<file path="src/rtl/packer_nx.sv">
// packer_nx: narrow-to-wide packer. Collects LANES accepted beats of DATA_W
// bits into one DATA_W*LANES word, first beat in the most-significant lane.
// Beats presented with valid_in low are skipped, not zero-padded.
// The finished word sits in a one-word output slot under ready_out backpressure.
// Optional feature macro: PACKER_FLUSH_EN. When it is defined, flush can emit
// a partial word, and keep_out marks the filled lanes.
module packer_nx #(
  parameter int DATA_W = 8,
  parameter int LANES  = 4
) (
  input  logic                     clk_4f,
  input  logic                     reset,
  input  logic [DATA_W-1:0]        data_in,
  input  logic                     valid_in,
  output logic                     ready_in,
  input  logic                     flush,
  output logic [DATA_W*LANES-1:0]  data_out,
  output logic [LANES-1:0]         keep_out,
  output logic                     valid_out,
  input  logic                     ready_out
);

  localparam int WORD_W = DATA_W * LANES;
  localparam int CNT_W  = (LANES > 1) ? $clog2(LANES) : 1;
  localparam logic [CNT_W-1:0] LAST = CNT_W'(LANES - 1);

  logic [CNT_W-1:0]  cnt;
  logic [WORD_W-1:0] asm_data;
  logic [LANES-1:0]  asm_keep;

  logic              slot_free;
  logic              acc;
  logic              last_beat;
  logic              full_emit;
  logic              flush_emit;
  logic              load;
  logic [WORD_W-1:0] beat_data;
  logic [LANES-1:0]  beat_keep;
  logic [WORD_W-1:0] merged_data;
  logic [LANES-1:0]  merged_keep;

  assign slot_free = !valid_out || ready_out;
  assign last_beat = (cnt == LAST);
  assign acc       = valid_in && ready_in;
  assign full_emit = acc && last_beat;
  assign load      = full_emit || flush_emit;

`ifdef PACKER_FLUSH_EN
  logic flush_pend;

  // A flush is pending if it would emit. This test looks at valid_in rather
  // than acc, so ready_in does not feed back on itself.
  assign flush_pend = flush && ((cnt != '0) || valid_in);

  // Stall the input whenever the next edge would need the output slot and
  // the slot cannot take a word.
  assign ready_in = !reset && !(last_beat && !slot_free) && !(flush_pend && !slot_free);

  // A flush that coincides with a completing beat is just a normal full emit.
  assign flush_emit = flush && slot_free && ((cnt != '0) || acc) && !full_emit;
`else
  logic unused_flush;

  assign unused_flush = flush;
  assign ready_in     = !reset && !(last_beat && !slot_free);
  assign flush_emit   = 1'b0;
`endif

  // Place the current beat in lane cnt, then merge it with the assembled lanes.
  always_comb begin
    beat_data = '0;
    beat_keep = '0;
    for (int k = 0; k < LANES; k++) begin
      if (cnt == CNT_W'(k)) begin
        beat_data[WORD_W-1-DATA_W*k -: DATA_W] = data_in;
        beat_keep[LANES-1-k]                   = 1'b1;
      end
    end
    merged_data = asm_data | (acc ? beat_data : '0);
    merged_keep = asm_keep | (acc ? beat_keep : '0);
  end

  // Beat counter and assembly register. Both clear on any emit.
  always_ff @(posedge clk_4f) begin
    if (reset) begin
      cnt      <= '0;
      asm_data <= '0;
      asm_keep <= '0;
    end else if (load) begin
      cnt      <= '0;
      asm_data <= '0;
      asm_keep <= '0;
    end else if (acc) begin
      cnt      <= cnt + 1'b1;
      asm_data <= merged_data;
      asm_keep <= merged_keep;
    end
  end

  // Output slot. A pop and a reload in the same cycle give back-to-back words.
  // The slot holds while it is full and the consumer is stalled.
  always_ff @(posedge clk_4f) begin
    if (reset) begin
      data_out  <= '0;
      keep_out  <= '0;
      valid_out <= 1'b0;
    end else if (load) begin
      data_out  <= merged_data;
      keep_out  <= flush_emit ? merged_keep : '1;
      valid_out <= 1'b1;
    end else if (ready_out) begin
      valid_out <= 1'b0;
    end
  end

endmodule

</file>
<file path="config.mk">
export PLATFORM = sky130hd
export DESIGN_NAME = packer_nx
export DESIGN_NICKNAME = d
export VERILOG_FILES = /design/src/rtl/packer_nx.sv
export SDC_FILE = /design/constraint.sdc
export NUM_CORES = 1
export LEC_CHECK = 0
export BUFFER_PORTS_ARGS = -buffer_cell sky130_fd_sc_hd__buf_2
export CELL_PAD_IN_SITES_DETAIL_PLACEMENT = 1
export CELL_PAD_IN_SITES_GLOBAL_PLACEMENT = 1
export CORE_MARGIN = 4
export CORE_UTILIZATION = 42
export CTS_CLUSTER_DIAMETER = 100
export DETAILED_ROUTE_END_ITERATION = 8
export PLACE_DENSITY_LB_ADDON = 0.1
export SETUP_SLACK_MARGIN = 0.1
export SLEW_MARGIN = 0
export SYNTH_ARGS = -nofsm -noshare
export SYNTH_HDL_FRONTEND = slang
export SYNTH_SLANG_ARGS = --single-unit
</file>
<file path="constraint.sdc">
create_clock -name clk_4f -period 1.8 [get_ports clk_4f]
set_clock_uncertainty 0.05 [all_clocks]
set_input_delay 0.09 -clock clk_4f [delete_from_list [all_inputs] [get_ports clk_4f]]
set_output_delay 0.09 -clock clk_4f [all_outputs]
set_load 0.05 [all_outputs]
</file>
==> flow_summary.yaml <==
yosys:
  postSynthNetCount: 285
  syn_inst: 268
  postSynthAreaPerCell_sq_um: 10.03
  post_synth_main_area_contributors: "sky130_fd_sc_hd__dfxtp_1 (51%), sky130_fd_sc_hd__mux2i_1 (12%), sky130_fd_sc_hd__a41oi_1 (7.8%), sky130_fd_sc_hd__nand2b_1 (7.7%), sky130_fd_sc_hd__a21oi_1 (4.8%)"
  synth_seq_area_share_pct: 50.65
  netlist.area_leader.share_pct: 50.65
  synth-main-ff-cell: "sky130_fd_sc_hd__dfxtp_1"
  synth.lib_cells_used.distinct: 21
  synth-edff-count: 0
  synth.ff_latch_count: 68
  synth_warnings: 0
  synth_area_leader_cell: "sky130_fd_sc_hd__dfxtp_1"
  yosys.cell_count.top_type: "sky130_fd_sc_hd__dfxtp_1"
  yosys-top-cells-count: "sky130_fd_sc_hd__dfxtp_1 (68), sky130_fd_sc_hd__nand2b_1 (33), sky130_fd_sc_hd__nor2_1 (33), sky130_fd_sc_hd__mux2i_1 (32), sky130_fd_sc_hd__a21oi_1 (26)"
  synth_area_sq_um: 2688
  async_flop_share_pct: 0
worst_setup_path:
  endpoint_kind: "output pin"
  r2r-end: "asm_data[12]$_SDFFE_PP0P_"
  critical_path.top_delay_family: "flip-flops"
  cp.arrival_ns: 1.44
  crit_buf_inv: 1
  rr_startpoint: "cnt[1]$_SDFFE_PP0P_"
  crit_slowest_cell: "sky130_fd_sc_hd__dfxtp_1"
  critPathMaxStageDelay_ns: 0.36
  critical_path.cell_chain: "ha_4 -> and3b_1 -> nor2_1 -> buf_2"
  path_depth: 4
  reg2regPathDepth: 5
  critical_path_required_ns: 1.66
  critPathMaxFanout: 7
  setup.worst_path.class: "flop to output pin"
  startpoint_kind_of_the_worst_setup_timing_path: "flop"
  r2r_setup_slack_ns: 0.36
clocking:
  cts_made_buffers: 9
  clock_tree_buffer_depth: 2
  clk_root_buffer_cell: "sky130_fd_sc_hd__clkbuf_8"
  cts.sink_count: 68
  htree_num_levels: 3
  tritoncts: "done"
  worstSkewPairLatency_ns: 0.33
  number_of_setup_buffers_added_after_cts: 0
  clk_pin_slew_ns: 0.06
worst_hold_path:
  hold_path_class: "primary input to flop"
  hold_worst_path_end: "cnt[1]$_SDFFE_PP0P_"
  hold_path_startpoint: "valid_in"
  min_path_cells: 3
placed_design:
  place.port_buffers: 49
  detailedPlacementHpwl_mm: 4.103
  place_congestion: 0.7721
outcome:
  outcome: "finished, final reports clean"
global_routing:
  grt_util_all_layers_pct: 18.29
  grt_antenna_before_repair: 0
  overflow_left_after_global_routing: 0
  grt_max_degree: 34
  grt_pass1_wl_mm: 10.74
  first_global_vias: 2123
detailed_routing:
  detailroute.via_count: 2094
  wl_mm: 6.346
  routed_via_density: 5.383
  wl_per_cell_um: 16.31
  drc_errors: 0
  detailedRoute.firstPassIterationCount: 4
  route.antenna.remaining_nets: 0
  detail_route.iter0.violations: 123
floorplanning:
  die_x_um: 88.00
  start_util_pct: 44.34
  core_area_sq_um: 6061
  die-area_sq_um: 7743
  ioPinCount: 51
  dieHeight_um: 88.00
  row_count: 28
sta:
  post-route-period-util_pct: 87.94
  setup_viol: 0
  timing_hold_violations_final: 0
  min_period_ns: 1.583
  max_freq_mhz: 631.8
  finalSetupTns_ns: 0
  report.final.slew_viol_count: 0
  tightestPinTransition_ns: 0.5471
  max_slew_margin_pct: 63.53
  grt_setup_unrepaired: "false"
cells_and_area:
  area_taken_by_multi_input_logic_gates_sq_um: 1186
  synth_to_layout_area_growth_pct: 16.57
  num_antenna_cells: 0
  register_area_sq_um: 1363
  fin_nets: 328
  filler_cell_count: 710
  final_layout_size_suffix_gt1_share_pct: 23.25
  utilization_of_the_core_after_routing_pct: 51.69
pwr:
  power_leakage_uw: 0.001493
  cell_pwr_density_nw_per_um2: 923.0
  power.ir.vdd_worst_uv: 479.6
job:
  maxCapViolations: 0
timing repair:
action                     in CTS  in global routing
resized for setup               1                  2
hold buffers                    1                  0
setup endpoints to repair       1                  1
hold endpoints to repair        2                  0
area by class of cell:
type / instances / area share [%]
clock buffers: 12 / 5.272
clock inverters: 2 / 0.3195
inverters: 4 / 0.4792
multi-input cells: 172 / 37.86
flip-flops and latches: 68 / 43.49
well taps: 75 / 2.995
repair buffers: 56 / 9.585
metrics by stage:
| step | hold WS (ns) | instance area, sq um | cells | power (uW) | setup slack, ns |
|---|---|---|---|---|---|
| final | 0.01892 | 3133 | 389 | 2892 | 0.2171 |
| after global routing | 0.04530 | 3133 | 389 | 3030 | 0.1424 |
| after CTS | 0.008223 | 3122 | 389 | 2927 | 0.1119 |
| after detailed placement | 0.3192 | 2934 | 374 | 1798 | 0.2668 |
| after global placement | 0.3150 | 2934 | 374 | 1794 | 0.3190 |
| after floorplan | 0.1962 | 2688 | 268 | 1723 | 0.2405 |
how the worst max path moves through the flow:
stage                              startpoint                        end  slack, ns
after floorplan           cnt[0]$_SDFFE_PP0P_                   ready_in       0.24
after global placement    cnt[0]$_SDFFE_PP0P_  asm_data[29]$_SDFFE_PP0P_       0.32
after detailed placement  cnt[0]$_SDFFE_PP0P_  asm_data[16]$_SDFFE_PP0P_       0.27
after CTS                 cnt[0]$_SDFFE_PP0P_                   ready_in       0.11
after global routing      cnt[1]$_SDFFE_PP0P_                   ready_in       0.14
final                     cnt[1]$_SDFFE_PP0P_                   ready_in       0.22
registers in the layout, indices dropped and copies added, names as in the netlist:
register,cells
asm_data,32
cnt,2
data_out,32
keep_out,1
valid_out,1
cell usage in the layout (no fill, tap or decap):
cell type | Yosys | layout
sky130_fd_sc_hd__buf_4 | 4 | 6
sky130_fd_sc_hd__o21ai_0 | 4 | 4
sky130_fd_sc_hd__a31o_2 | 1 | 1
sky130_fd_sc_hd__a41oi_1 | 24 | 24
sky130_fd_sc_hd__a21oi_1 | 26 | 26
sky130_fd_sc_hd__mux2i_1 | 32 | 32
sky130_fd_sc_hd__clkinv_2 | 0 | 2
sky130_fd_sc_hd__ha_1 | 4 | 3
sky130_fd_sc_hd__and2_1 | 8 | 8
sky130_fd_sc_hd__dfxtp_1 | 68 | 67
sky130_fd_sc_hd__ha_4 | 0 | 1
sky130_fd_sc_hd__nand3b_1 | 2 | 2
sky130_fd_sc_hd__dlygate4sd3_1 | 0 | 1
sky130_fd_sc_hd__and3b_1 | 1 | 1
sky130_fd_sc_hd__inv_1 | 4 | 4
sky130_fd_sc_hd__nand3_2 | 1 | 1
sky130_fd_sc_hd__nor2_1 | 33 | 33
sky130_fd_sc_hd__buf_2 | 2 | 49
sky130_fd_sc_hd__or3_1 | 1 | 1
sky130_fd_sc_hd__clkbuf_8 | 0 | 12
sky130_fd_sc_hd__dfxtp_2 | 0 | 1
sky130_fd_sc_hd__nand2b_1 | 33 | 33
sky130_fd_sc_hd__a31oi_1 | 1 | 1
sky130_fd_sc_hd__and2b_1 | 1 | 1
power breakdown:
group / internal (uW) / switching (uW)
sequential: 1530 / 15.5
clock: 593 / 532
combinational: 78.8 / 145
total: 2200 / 693
tightest hold or removal path: stages:
cell	delay (ns)
sky130_fd_sc_hd__buf_2	0.13
sky130_fd_sc_hd__nand3b_1	0.08
sky130_fd_sc_hd__a21oi_1	0.05
logic make-up (layout without fill, tap and decap cells):
logic type / Yosys count / count (layout) / share of synthesized area, %
buffers and inverters: 28 / 74 / 5.679
and+or+nand+nor: 80 / 80 / 15.92
muxes: 32 / 32 / 11.92
DFF: 68 / 68 / 50.65
AOI/OAI and AO/OA: 56 / 56 / 13.97
adders and majority gates: 4 / 4 / 1.862
layer usage:
| layer | vias to the layer above | share of wire (%) | wire length [um] | global-route usage (%) |
|---|---|---|---|---|
| li1 | 1015 | - | - | - |
| met1 | 1021 | 45 | 2886 | 24.05 |
| met2 | 48 | 48 | 3045 | 29.25 |
| met3 | 10 | 5.0 | 316 | 3.481 |
| met4 | 0 | 1.5 | 97 | 7.950 |
| met5 | - | 0 | 0 | 0 |
Power figures use the tool's default switching activity.
